## config.mk

```make
export PLATFORM = sky130hd
export DESIGN_NAME = hazard_stall_unit_flat
export DESIGN_NICKNAME = d
export VERILOG_FILES = /design/src/rtl/pipeline_pkg.sv /design/src/rtl/hazard_stall_unit_if.sv /design/src/rtl/stall_counter.sv /design/src/rtl/hazard_stall_unit.sv /design/src/flat_wrapper.sv
export SDC_FILE = /design/constraint.sdc
export NUM_CORES = 1
export LEC_CHECK = 0
export BUFFER_PORTS_ARGS = -buffer_cell sky130_fd_sc_hd__buf_2
export CORE_MARGIN = 2
export CORE_UTILIZATION = 45
export CTS_CLUSTER_DIAMETER = 80
export DETAILED_ROUTE_END_ITERATION = 16
export PLACE_DENSITY = 0.93
export SYNTH_ARGS = -nofsm -noshare
export SYNTH_HDL_FRONTEND = slang
export SYNTH_SLANG_ARGS = --single-unit
```

## constraint.sdc

```tcl
create_clock -name clock -period 2.32 [get_ports clock]
set_input_delay 0.116 -clock clock [delete_from_list [all_inputs] [get_ports clock]]
set_output_delay 0.116 -clock clock [all_outputs]
set_load 0.1 [all_outputs]
```

## src/rtl/pipeline_pkg.sv

```systemverilog
// rtl/pipeline_pkg.sv - shared widths, shadow-entry type and interlock state for the five-stage core
package pipeline_pkg;

    localparam int REG_ADDR_W   = 3;
    localparam int DATA_W       = 16;
    localparam int SHADOW_DEPTH = 3;

    typedef struct packed {
        logic                  valid;
        logic [REG_ADDR_W-1:0] dest;
        logic                  write;
        logic                  load;
    } shadow_entry_t;

    typedef enum logic {
        RUN  = 1'b0,
        HOLD = 1'b1
    } hazard_state_e;

    // True when a p2 source reads the destination of a load still sitting in p3.
    function automatic logic load_use(input shadow_entry_t e,
                                      input logic use_src,
                                      input logic [REG_ADDR_W-1:0] addr);
        return use_src & e.valid & e.write & e.load & (addr == e.dest);
    endfunction

endpackage

```

## src/rtl/hazard_stall_unit_if.sv

```systemverilog
// rtl/hazard_stall_unit_if.sv - p2 issue/source bundle plus interlock outputs and shadow view
interface hazard_stall_unit_if;
    import pipeline_pkg::*;

    logic                  issue_valid;
    logic [REG_ADDR_W-1:0] issue_dest;
    logic                  issue_write;
    logic                  issue_load;
    logic [REG_ADDR_W-1:0] src_addr_A;
    logic [REG_ADDR_W-1:0] src_addr_B;
    logic                  src_use_A;
    logic                  src_use_B;
    logic                  mem_busy;
    logic                  flush;
    logic                  stall;
    logic                  bubble;
    shadow_entry_t [SHADOW_DEPTH-1:0] shadow;

    modport master (
        output issue_valid, issue_dest, issue_write, issue_load,
        output src_addr_A, src_addr_B, src_use_A, src_use_B,
        output mem_busy, flush,
        input  stall, bubble, shadow
    );

    modport slave (
        input  issue_valid, issue_dest, issue_write, issue_load,
        input  src_addr_A, src_addr_B, src_use_A, src_use_B,
        input  mem_busy, flush,
        output stall, bubble, shadow
    );

endinterface

```

## src/rtl/stall_counter.sv

```systemverilog
// rtl/stall_counter.sv - saturating up-counter with enable, cleared only by reset
module stall_counter #(
    parameter int W = 16
) (
    input  logic         clock,
    input  logic         reset,
    input  logic         en,
    output logic [W-1:0] count
);

    logic [W-1:0] count_q;
    logic [W-1:0] count_d;

    always_comb begin
        count_d = count_q;
        if (en && (count_q != {W{1'b1}})) begin
            count_d = count_q + {{(W-1){1'b0}}, 1'b1};
        end
    end

    always_ff @(posedge clock) begin
        if (reset) begin
            count_q <= '0;
        end else begin
            count_q <= count_d;
        end
    end

    assign count = count_q;

endmodule

```

## src/rtl/hazard_stall_unit.sv

```systemverilog
// rtl/hazard_stall_unit.sv - load-use interlock over a p3/p4/p5 shadow pipeline; HAZARD_STALL_COUNT_EN adds the stall counter
module hazard_stall_unit
    import pipeline_pkg::*;
#(
    parameter int DEPTH = SHADOW_DEPTH,
    parameter int CNT_W = 16
) (
    input  logic               clock,
    input  logic               reset,
    hazard_stall_unit_if.slave p2,
    output logic [CNT_W-1:0]   stall_count
);

    shadow_entry_t [DEPTH-1:0] shadow_q;
    shadow_entry_t [DEPTH-1:0] shadow_d;
    hazard_state_e             state_q;
    hazard_state_e             state_d;
    logic                      bubble_q;
    logic                      bubble_d;
    logic                      load_hazard;
    logic                      stall;

    always_comb begin
        load_hazard = load_use(shadow_q[0], p2.src_use_A, p2.src_addr_A)
                    | load_use(shadow_q[0], p2.src_use_B, p2.src_addr_B);
        // A taken branch squashes p2, so holding it would be pointless; a busy back end wins over both.
        stall = ~reset & (p2.mem_busy | (load_hazard & ~p2.flush));
    end

    always_comb begin
        shadow_d = shadow_q;
        bubble_d = bubble_q;
        state_d  = state_q;

        case (state_q)
            RUN:     if (p2.mem_busy)  state_d = HOLD;
            HOLD:    if (!p2.mem_busy) state_d = RUN;
            default: state_d = RUN;
        endcase

        if (!p2.mem_busy) begin
            for (int i = DEPTH - 1; i > 0; i = i - 1) begin
                shadow_d[i] = shadow_q[i-1];
            end
            if (p2.flush || load_hazard) begin
                shadow_d[0] = '0;
                bubble_d    = 1'b1;
            end else begin
                shadow_d[0] = '{valid: p2.issue_valid, dest: p2.issue_dest,
                                write: p2.issue_write, load: p2.issue_load};
                bubble_d    = 1'b0;
            end
        end
    end

    always_ff @(posedge clock) begin
        if (reset) begin
            shadow_q <= '0;
            state_q  <= RUN;
            bubble_q <= 1'b0;
        end else begin
            shadow_q <= shadow_d;
            state_q  <= state_d;
            bubble_q <= bubble_d;
        end
    end

    assign p2.stall  = stall;
    assign p2.bubble = bubble_q;
    assign p2.shadow = shadow_q;

`ifdef HAZARD_STALL_COUNT_EN
    stall_counter #(
        .W (CNT_W)
    ) u_stall_counter (
        .clock (clock),
        .reset (reset),
        .en    (stall),
        .count (stall_count)
    );
`else
    assign stall_count = '0;
`endif

endmodule

```

## src/flat_wrapper.sv

```systemverilog
// flat-port wrapper written by rule: the top's interface ports become plain ports
module hazard_stall_unit_flat import pipeline_pkg::*;
#(
    parameter int DEPTH = SHADOW_DEPTH,
    parameter int CNT_W = 16
)
  (clock, reset, stall_count, p2_issue_valid, p2_issue_dest, p2_issue_write, p2_issue_load, p2_src_addr_A, p2_src_addr_B, p2_src_use_A, p2_src_use_B, p2_mem_busy, p2_flush, p2_stall, p2_bubble, p2_shadow);
  hazard_stall_unit_if p2_i ();
  input  logic clock;
  input  logic reset;
  output logic [CNT_W-1:0] stall_count;
  input wire logic [$bits(p2_i.issue_valid)-1:0] p2_issue_valid;
  input wire logic [$bits(p2_i.issue_dest)-1:0] p2_issue_dest;
  input wire logic [$bits(p2_i.issue_write)-1:0] p2_issue_write;
  input wire logic [$bits(p2_i.issue_load)-1:0] p2_issue_load;
  input wire logic [$bits(p2_i.src_addr_A)-1:0] p2_src_addr_A;
  input wire logic [$bits(p2_i.src_addr_B)-1:0] p2_src_addr_B;
  input wire logic [$bits(p2_i.src_use_A)-1:0] p2_src_use_A;
  input wire logic [$bits(p2_i.src_use_B)-1:0] p2_src_use_B;
  input wire logic [$bits(p2_i.mem_busy)-1:0] p2_mem_busy;
  input wire logic [$bits(p2_i.flush)-1:0] p2_flush;
  output wire logic [$bits(p2_i.stall)-1:0] p2_stall;
  output wire logic [$bits(p2_i.bubble)-1:0] p2_bubble;
  output wire logic [$bits(p2_i.shadow)-1:0] p2_shadow;
  assign p2_i.issue_valid = p2_issue_valid;
  assign p2_i.issue_dest = p2_issue_dest;
  assign p2_i.issue_write = p2_issue_write;
  assign p2_i.issue_load = p2_issue_load;
  assign p2_i.src_addr_A = p2_src_addr_A;
  assign p2_i.src_addr_B = p2_src_addr_B;
  assign p2_i.src_use_A = p2_src_use_A;
  assign p2_i.src_use_B = p2_src_use_B;
  assign p2_i.mem_busy = p2_mem_busy;
  assign p2_i.flush = p2_flush;
  assign p2_stall = p2_i.stall;
  assign p2_bubble = p2_i.bubble;
  assign p2_shadow = p2_i.shadow;
  hazard_stall_unit #(.DEPTH(DEPTH), .CNT_W(CNT_W)) u_core (.clock(clock), .reset(reset), .p2(p2_i), .stall_count(stall_count));
endmodule
```

==> metrics.txt <==
clk root buf=clkbuf_4; slew margin rel.=63.2%; DRC errors left=0; Area Growth Syn to Fin=16.8%; Slowest cell on crit path=dfxtp_1; area of the multi-input gates=442 um^2; flop2flop setup slack=970 ps; pwr dens=708 mW/mm^2; pin count of the biggest net entering global routing=28; WL final=1780 um; Post-synth EDFFs=0; setup bufs post-CTS=0; pre-CTS WS=507 ps; synth warn=0; post-synthesis sequential area ratio=41.4%; Die ar.=0.00242 mm^2; Layout Nets=152; Tot GR Track Use=15.1%; area of the core=0.00194 mm^2; global-route wire length before repair=2860 um; Antenna Nets Post-Route=0; HP Class=input port to flop; asr flop ratio synth=0%; crit-path max FO=8; syn_area_per_cell=9.37 um^2; Worst-Margin Slew=552 ps; number of vias per cell=4.71; Die Height=49.2 um; Post-Syn Instances=98; vias in the first global route=648; GP Congestion=0.701; Pwr Total=0.000760 W; final period utilization=93.4%; Seq. cell area=380 um^2; htree depth=1; Fill cells=186; post-synth top area share=41.4%; initial antenna violation count=0; total CTS buffers=3; Synth Register Bits=19; post-cts sizing count=0; Ant. Diodes=0; Starting Density=47.3%; cts hold-fix bufs=0; TNS Setup=0 ps; startpoint types=flop; Fmax=461 MHz; final-report max-slew violation count=0; mapped cell area=918 um^2; WL per Instance=11.1 um; CTS tree=done; leading cell type in the layout, fill and taps excluded=buf_2; clk slew on worst S/H paths=110 ps; layout cells sized above 1=32.3%; Setup-failing EPs final=0; reported max-cap violation count=0; iteration count of the initial detailed-routing pass=4; max incr delay on CP=460 ps; Critical Path End Type=output pin; Worst Path Arrival=2050 ps; DP Area=0.00104 mm^2; maximum VDD drop=0.573 mV; Die X=49.2 um; status=finished, final reports clean; Synth cell types=20; cell area after layout=0.00107 mm^2; row count=16; count of input and output buffers=37; via count=753; most frequent cells in the layout=37 x buf_2, 19 x dfxtp_1, 16 x conb_1; crit path time final=2170 ps; RSZ-0062 raised after global routing=no; clk sinks=19; area leader, netlist=dfxtp_1; gr ovfl total=0; Clock Skew=3.15 ps; ys flop type=dfxtp_1; Area contributors post-synth=dfxtp_1 41%, mux2i_1 13%, buf_4 13%, xnor2_1 5.7%, nor2_1 5.3%; final worst slack=153 ps; leakage power=0.539 nW; CTS Buffer Depth=2; I/O pins=54; clk_lat worst skew=300 ps; Critical Path RT=2200 ps; Crit Path Class=flop to output pin; post-layout util=55.2%; DRT iter0 DRCs=14; Final Hold Vio Count=0; worst path cell trace=xnor2_1, nand4_1, a21oi_2, a22o_2, buf_2
==> path summary, 6_finish.rpt <==
path	to	startpoint	cells after the start
worst max-delay path	p2_stall	u_core.p2.shadow[2]	5
worst min-delay path	u_core.p2.shadow[3]	p2_issue_dest[1]	3
worst max register to register	u_core.p2.shadow[0]	u_core.p2.shadow[2]	4
worst min register to register	u_core.p2.shadow[13]	u_core.p2.shadow[13]	2
==> state kept, by name, summed over array words and instances, names as in the netlist <==
register / cells
u_core.p2.bubble: 1
u_core.p2.shadow: 18
==> synthesized netlist by cell type (2+ instances only) <==
library cell   n
nand2_1        6
buf_4         16
mux2i_1       12
xnor2_1        6
dfxtp_1       19
o22ai_1        6
nand3b_1       5
nand4_1        2
nor2_1        13
buf_2          3
==> layer usage <==
metal  vias to the layer above  routed length, um  track usage [%]
met5                         -                  0                0
met4                         0                 42             8.10
met3                         6                134             2.76
met2                        41                852             25.5
met1                       335                748             17.9
li1                        371                  -                -
==> power breakdown <==
part           internal [W]  total (W)  switching [W]
combinational     0.0000358   0.000248       0.000213
sequential         0.000335   0.000342     0.00000777
clock             0.0000643   0.000169       0.000104
==> area by class of cell <==
cell class,count,share of cell area [%]
multi-input combinational,72,41.2
sequential,19,35.5
timing repair buffer,37,17.3
tap,27,3.15
clock buffer,3,2.10
clock inverter,1,0.467
inverter,1,0.350
==> stage by stage <==
step / std cells / hold slack (ps)
3_5_place_dp: 156 / 399
4_1_cts: 160 / 83.9
6_report: 160 / 86.1
5_1_grt: 160 / 107
3_3_place_gp: 156 / 399
2_1_floorplan: 113 / 280
==> logic make-up (layout without fill, tap and decap cells) <==
logic type / after synthesis / in the layout / synth area share (%)
AO/OA/AOI/OAI: 9 / 9 / 7.09
buffers and inverters: 22 / 42 / 16.8
XOR/XNOR: 6 / 6 / 5.72
AND/OR/NAND/NOR: 29 / 29 / 15.5
other: 1 / 16 / 0.408
flip-flops: 19 / 19 / 41.4
multiplexers: 12 / 12 / 13.1
==> critical path, delay by kind of cell (launching register included) <==
family          cells  cell delay, ps
compound gates      2             550
xor+xnor            1             170
simple gates        1             140
flops               1             460
buf+inv             1             420
(Power assumes the default switching activity.)
